<file path="config.mk">
export PLATFORM = sky130hd
export DESIGN_NAME = sar_search_flat
export DESIGN_NICKNAME = d
export VERILOG_FILES = /design/src/rtl/sar_pkg.sv /design/src/rtl/sar_search_if.sv /design/src/rtl/sar_flag_chk.sv /design/src/rtl/sar_search.sv /design/src/flat_wrapper.sv
export SDC_FILE = /design/constraint.sdc
export NUM_CORES = 1
export LEC_CHECK = 0
export CAP_MARGIN = 20
export CORE_MARGIN = 2
export CORE_UTILIZATION = 30
export CTS_CLUSTER_DIAMETER = 100
export DETAILED_ROUTE_END_ITERATION = 6
export GPL_ROUTABILITY_DRIVEN = 0
export PLACE_DENSITY = 0.47
export SYNTH_ARGS = -nofsm -noshare
export SYNTH_HDL_FRONTEND = slang
export SYNTH_SLANG_ARGS = --single-unit
</file>
<file path="constraint.sdc">
create_clock -name clk -period 2.65 [get_ports clk]
set_input_delay 0.6625 -clock clk [delete_from_list [all_inputs] [get_ports clk]]
set_output_delay 0.6625 -clock clk [all_outputs]
set_load 0.01 [all_outputs]
</file>
<file path="src/rtl/sar_pkg.sv">
// Shared types and helpers for the successive-approximation search engine.
// Optional macro SAR_SETTLE_EN adds a SETTLE state for registered comparators.
package sar_pkg;

  localparam int DEF_W = 4;

  typedef enum logic [1:0] {
    IDLE,
    CMP
`ifdef SAR_SETTLE_EN
    , SETTLE
`endif
  } sar_state_t;

  typedef enum logic [1:0] {
    FOUND,
    UP,
    DOWN,
    FAIL
  } sar_act_t;

  // Computed wider than any supported W so lo+hi never overflows.
  function automatic logic [31:0] mid(input logic [31:0] lo, input logic [31:0] hi);
    return (lo + hi) >> 1;
  endfunction

endpackage

</file>
<file path="src/rtl/sar_search_if.sv">
// Comparator-side and control signals of sar_search, grouped with master/slave modports.
interface sar_search_if
  import sar_pkg::*;
#(
  parameter int W = DEF_W
) ();

  // start is a request sampled only while idle; done is a one-cycle completion
  // strobe with result/err valid from that cycle on; lg/eq/sm answer trial.
  logic         start;
  logic         lg;
  logic         eq;
  logic         sm;
  logic [W-1:0] trial;
  logic         busy;
  logic         done;
  logic [W-1:0] result;
  logic         err;
  sar_state_t   state;

  modport master (
    input  start, lg, eq, sm,
    output trial, busy, done, result, err, state
  );

  modport slave (
    output start, lg, eq, sm,
    input  trial, busy, done, result, err, state
  );

endinterface

</file>
<file path="src/rtl/sar_flag_chk.sv">
// Decodes comparator flags against the current search window into one action.
module sar_flag_chk
  import sar_pkg::*;
#(
  parameter int W = DEF_W
) (
  input  logic         lg,
  input  logic         eq,
  input  logic         sm,
  input  logic [W-1:0] trial,
  input  logic [W-1:0] lo,
  input  logic [W-1:0] hi,
  output sar_act_t     act
);

  localparam logic [W-1:0] MAX = {W{1'b1}};

  // A move that would empty the window means the target changed mid-search.
  always_comb begin
    act = FAIL;
    case ({lg, eq, sm})
      3'b010: act = FOUND;
      3'b100: if (trial != MAX && trial < hi) act = UP;
      3'b001: if (trial != '0 && trial > lo) act = DOWN;
      default: act = FAIL;
    endcase
  end

endmodule

</file>
<file path="src/rtl/sar_search.sv">
// Binary search over 0..2^W-1 driving a magnitude comparator's Y operand.
// Define SAR_SETTLE_EN to insert a SETTLE cycle after every trial update.
module sar_search
  import sar_pkg::*;
#(
  parameter int W = DEF_W
) (
  input logic          clk,
  input logic          rst_n,
  sar_search_if.master bus
);

  localparam int           CW   = $clog2(W + 2);
  localparam logic [W-1:0] MAX  = {W{1'b1}};
  localparam logic [CW-1:0] LAST = CW'(W);
`ifdef SAR_SETTLE_EN
  localparam sar_state_t PROBE_ST = SETTLE;
`else
  localparam sar_state_t PROBE_ST = CMP;
`endif

  sar_state_t    state, state_n;
  logic [W-1:0]  trial, trial_n, lo, lo_n, hi, hi_n, result, result_n;
  logic [CW-1:0] count, count_n;
  logic          busy, busy_n, done, done_n, err, err_n;
  sar_act_t      act, act_eff;

  sar_flag_chk #(.W(W)) u_chk (
    .lg    (bus.lg),
    .eq    (bus.eq),
    .sm    (bus.sm),
    .trial (trial),
    .lo    (lo),
    .hi    (hi),
    .act   (act)
  );

  // A further move after W+1 compares cannot be a legal search.
  always_comb begin
    act_eff = act;
    if ((act == UP || act == DOWN) && count == LAST) act_eff = FAIL;
  end

  always_ff @(posedge clk or negedge rst_n) begin
    if (!rst_n) begin
      state  <= IDLE;
      trial  <= '0;
      lo     <= '0;
      hi     <= MAX;
      result <= '0;
      count  <= '0;
      busy   <= 1'b0;
      done   <= 1'b0;
      err    <= 1'b0;
    end else begin
      state  <= state_n;
      trial  <= trial_n;
      lo     <= lo_n;
      hi     <= hi_n;
      result <= result_n;
      count  <= count_n;
      busy   <= busy_n;
      done   <= done_n;
      err    <= err_n;
    end
  end

  always_comb begin
    state_n  = state;
    trial_n  = trial;
    lo_n     = lo;
    hi_n     = hi;
    result_n = result;
    count_n  = count;
    busy_n   = busy;
    done_n   = 1'b0;
    err_n    = err;
    case (state)
      IDLE: begin
        if (bus.start) begin
          lo_n    = '0;
          hi_n    = MAX;
          trial_n = MAX >> 1;
          count_n = '0;
          busy_n  = 1'b1;
          err_n   = 1'b0;
          state_n = PROBE_ST;
        end
      end
      CMP: begin
        case (act_eff)
          FOUND: begin
            result_n = trial;
            done_n   = 1'b1;
            busy_n   = 1'b0;
            state_n  = IDLE;
          end
          UP: begin
            lo_n    = trial + 1'b1;
            trial_n = W'(mid(32'(trial) + 1, 32'(hi)));
            count_n = count + 1'b1;
            state_n = PROBE_ST;
          end
          DOWN: begin
            hi_n    = trial - 1'b1;
            trial_n = W'(mid(32'(lo), 32'(trial) - 1));
            count_n = count + 1'b1;
            state_n = PROBE_ST;
          end
          default: begin
            result_n = trial;
            done_n   = 1'b1;
            busy_n   = 1'b0;
            err_n    = 1'b1;
            state_n  = IDLE;
          end
        endcase
      end
`ifdef SAR_SETTLE_EN
      SETTLE: state_n = CMP;
`endif
      default: state_n = IDLE;
    endcase
  end

  assign bus.trial  = trial;
  assign bus.busy   = busy;
  assign bus.done   = done;
  assign bus.result = result;
  assign bus.err    = err;
  assign bus.state  = state;

endmodule

</file>
<file path="src/flat_wrapper.sv">
// flat-port wrapper written by rule: the top's interface ports become plain ports
module sar_search_flat import sar_pkg::*;
#(
  parameter int W = DEF_W
)
  (clk, rst_n, bus_start, bus_lg, bus_eq, bus_sm, bus_trial, bus_busy, bus_done, bus_result, bus_err, bus_state);
  sar_search_if #(.W(W)) bus_i ();
  input logic clk;
  input logic rst_n;
  input wire logic [$bits(bus_i.start)-1:0] bus_start;
  input wire logic [$bits(bus_i.lg)-1:0] bus_lg;
  input wire logic [$bits(bus_i.eq)-1:0] bus_eq;
  input wire logic [$bits(bus_i.sm)-1:0] bus_sm;
  output wire logic [$bits(bus_i.trial)-1:0] bus_trial;
  output wire logic [$bits(bus_i.busy)-1:0] bus_busy;
  output wire logic [$bits(bus_i.done)-1:0] bus_done;
  output wire logic [$bits(bus_i.result)-1:0] bus_result;
  output wire logic [$bits(bus_i.err)-1:0] bus_err;
  output wire logic [$bits(bus_i.state)-1:0] bus_state;
  assign bus_i.start = bus_start;
  assign bus_i.lg = bus_lg;
  assign bus_i.eq = bus_eq;
  assign bus_i.sm = bus_sm;
  assign bus_trial = bus_i.trial;
  assign bus_busy = bus_i.busy;
  assign bus_done = bus_i.done;
  assign bus_result = bus_i.result;
  assign bus_err = bus_i.err;
  assign bus_state = bus_i.state;
  sar_search #(.W(W)) u_core (.clk(clk), .rst_n(rst_n), .bus(bus_i));
endmodule
</file>
==> results.md, run 1 <==
Run status:
- The flow ran to the end, and the final reports show no timing, DRC or antenna violations.

Detailed routing:
- The remaining antenna violation count is 0.
- The DRC violation total after the first TritonRoute iteration is 58.
- The mean routed wirelength per cell is 13.5 um.
- The total length of routed wires is 3790 um.
- The first TritonRoute pass finished after 4 iterations.
- In the routed layout, each cell is associated on average with a via count of 4.63.
- For this block, the via count after detailed routing is 1302.
- For this run, design rule violations remaining after detail routing come to 0.

Worst setup path:
- The data arrival time of the worst path is 2.63 ns.
- The type of element capturing the critical path is a flip-flop.
- The worst setup path is launched from an input pin.
- In this run the worst setup path begins at bus_eq.
- The critical register-to-register path startpoint is u_core.lo[2]$_DFFE_PN0P_.
- The required time of the worst setup path is 2.79 ns.
- The endpoint of the most critical setup path is u_core.bus.trial[1]$_DFFE_PN0P_.
- Of all nets on the critical path, the largest fanout is 4.
- The worst flop-to-flop path endpoint is u_core.bus.trial[1]$_DFFE_PN0P_.
- The setup slack of the worst register-to-register path is 0.22 ns.
- The critical path is of the in -> reg type.
- The worst-case reg-to-reg path depth is 11.

Min path:
- The worst min-delay path category is reg -> reg.

Synth:
- Of the total synthesized cell area, the portion taken by AND, OR, NAND and NOR gates is 0.113.
- Synthesis produced 179 cells.
- Yosys printed 0 warnings.
- After synthesis the cells add up to 1630 um2.
- By area, the combinational part of the netlist is dominated by adder cells.
- The fraction of the yosys area taken by sequential cells is 0.357.
- Averaged over all synthesized cells, the footprint is 9.09 um2.
- The synthesized-area fraction occupied by xor and xnor cells is 0.0430.
- Synthesis produced a netlist with a net count of 212.
- After synthesis, the share of flip-flops with an asynchronous set or reset is 1.00.
- For this run, the leading register cell type out of synthesis is dfrtp_1.
- The flip-flop and latch count after synthesis is 23.
- The multiplexer share of the synthesized area is 0.00615.
- Counting distinct cell types in the post-synthesis netlist gives 37.
- The post-synthesis compound-gate area fraction is 0.178.
- Yosys mapped a number of flops with a built-in enable equal to 0.
- Of the total synthesized cell area, the portion taken by full adders, half adders and majority gates is 0.217.

Timing:
- The number of slew-limit violations in the final report is 0.
- Dividing the final minimum period by the clock period gives 0.937.
- The setup slack of the critical path after layout is 0.167 ns.
- The peak clock frequency supported by timing is 0.403 GHz.
- Setup repair after global routing left no endpoint under its margin.
- The count of final hold-check violations is 0.
- The shortest clock period the worst path allows after layout is 2.48 ns.
- For the final database, setup skew stands at 0.00667 ns.
- The number of failing setup endpoints in the final timing report is 0.
- The tightest hold margin is 0.487 ns.

Placement:
- The half-perimeter wire length of the detailed placement result is 3050 um.
- The number of placed instances, taps included is 277.
- The area of placed instances is 1980 um2.
- Before CTS, the worst setup slack after placement is -0.0817 ns.
- The number of buffers added on ports is 17.

Global route:
- The via count of the first global-routing pass is 1361.
- The number of antenna violations at the first check in global routing is 0.
- The largest net degree at the start of global routing is 19.
- The total overflow left after global routing is 0.
- In the global route stage, overall resource usage came out at 0.138.
- The wire length of the first global-routing pass is 6600 um.

Final layout:
- The area growth from synthesis to layout is 24.8%.
- 0 antenna diodes ended up in the layout.
- In the layout the commonest cells are inv_1, ha_1, o21ai_0.
- Of the cells placed in the final design, the portion with a size suffix greater than 1 is 0.137.
- The net total in the final layout is 245.
- Leaving out fill and tap cells, the most frequent cell in the layout is inv_1.
- The finished cells cover 2030 um2.
- For this run, the number of standard cells in the final layout without fillers is 281.
- For this run, the share of the core covered by cells in the final layout is 0.393.

Floorplanning:
- The placeable core region is 5170 um2.
- The site row count is 26.
- The total I/O pin count is 19.
- The full die area is 6030 um2.
- The die is 77.7 um tall.
- The starting density of the core is 0.315.
- The die is 77.7 um wide.

CTS:
- In this run, CTS created clock tree buffers numbering 3.
- The number of clock sinks seen by CTS is 23.
- The clock reaches the later pin of the worst-skew pair after 0.27 ns.
- The clock edge transition at the registers on the reported setup and hold paths is 0.09 ns.
- The root buffer cell chosen for the clock tree is clkbuf_8.
- The clock tree from TritonCTS is yes.
- CTS built an H-tree with a depth of 1.
- The longest clock path from root to sink contains 2 buffers.
- The post-CTS setup buffer count is 0.

Power and ir drop:
- Across the VDD grid, the largest voltage drop is 0.420 mV.
- The leakage power is 0.000957 uW.
- The power density normalized to cell area is 1050 nW/um2.

Run:
- Across the run, the number of max-cap violations was 0.
## worst max-delay path, stage by stage
cell and delay, ns:
clkdlybuf4s50_1 0.49, or3b_2 0.50, o21a_1 0.16, ha_1 0.21
nand2b_1 0.15, o22a_1 0.23, o21ai_0 0.18, a31oi_1 0.06
## cells by family (layout without fill, tap and decap cells)
| kind of cell | Yosys count | after routing |
|---|---|---|
| other | 1 | 1 |
| XOR/XNOR | 8 | 8 |
| buffers and inverters | 34 | 66 |
| adder cells (fa/ha/maj) | 27 | 27 |
| multiplexers | 1 | 1 |
| AO/OA/AOI/OAI | 45 | 45 |
| AND/OR/NAND/NOR | 40 | 40 |
| flip-flops | 23 | 23 |
## per-layer routing
layer	routed length, um	global-route usage
met3	108	0.0163
met2	1820	0.234
met1	1810	0.185
met5	0	0
met4	51	0.0375
## metrics by stage
step	TNS, ns	total power (uW)
CTS	0	2140
global route	0	2360
floorplan	0	1400
detailed placement	-0.166	1900
global placement	-0.0426	1880
finish	0	2140
## cell usage after synthesis, types with 3 or more instances
cell	count	area, um2
a21oi_1	8	40.0
o21ai_0	20	100
o21a_1	3	22.5
dfrtp_1	19	475
inv_1	28	105
o22a_1	3	26.3
xnor2_1	5	43.8
nand2_1	14	52.6
nand3_1	5	25.0
dfstp_2	4	105
xor2_1	3	26.3
ha_1	25	313
nor2_1	12	45.0
## layout make-up
| type | count | area (um2) |
|---|---|---|
| Fill cell | 525 | 3140 |
| Multi-Input combinational cell | 122 | 916 |
| Sequential cell | 23 | 581 |
| Timing Repair Buffer | 33 | 290 |
| Inverter | 29 | 109 |
| Tap cell | 70 | 87.6 |
| Clock buffer | 3 | 41.3 |
| Clock inverter | 1 | 7.51 |
## power by group
part,switching (uW),total (uW),internal (uW),leakage (uW)
registers,77.9,576,498,0.000274
clock network,117,223,106,0.0000217
logic,724,1340,613,0.000661
## worst min-delay path by stage
stage                                     start                                to  slack, ns  depth (start not counted)
2_1_floorplan                             rst_n       u_core.bus.busy$_DFFE_PN0P_       0.37                          0
3_3_place_gp   u_core.bus.result[3]$_DFFE_PN0P_  u_core.bus.result[3]$_DFFE_PN0P_       0.47                          2
3_5_place_dp   u_core.bus.result[0]$_DFFE_PN0P_  u_core.bus.result[0]$_DFFE_PN0P_       0.47                          2
4_1_cts        u_core.bus.result[0]$_DFFE_PN0P_  u_core.bus.result[0]$_DFFE_PN0P_       0.49                          2
5_1_grt                u_core.lo[2]$_DFFE_PN0P_          u_core.lo[2]$_DFFE_PN0P_       0.52                          2
6_report       u_core.bus.result[0]$_DFFE_PN0P_  u_core.bus.result[0]$_DFFE_PN0P_       0.49                          2
## sequential cells by signal, indices dropped and copies added (netlist names)
| name | count |
|---|---|
| u_core.bus.trial | 4 |
| u_core.bus.result | 4 |
| u_core.lo | 4 |
| u_core.bus.busy | 1 |
| u_core.bus.err | 1 |
| u_core.bus.done | 1 |
| u_core.count | 3 |
| u_core.bus.state | 1 |
| u_core.hi | 4 |
## what timing repair did
| action | in CTS | in global routing |
|---|---|---|
| resized for setup | 0 | 1 |
| endpoints found under the setup margin | 0 | 2 |
| hold endpoints to repair | 0 | 0 |
| hold buffers | 0 | 0 |
No activity file was read; power rests on OpenSTA's default activity.
==> run 2, diff against run 1 <==
- HOLD_SLACK_MARGIN: not set -> 0.02
==> results of run 2 <==
No change in the layout: final DEF, timing and power equal those of run 1.
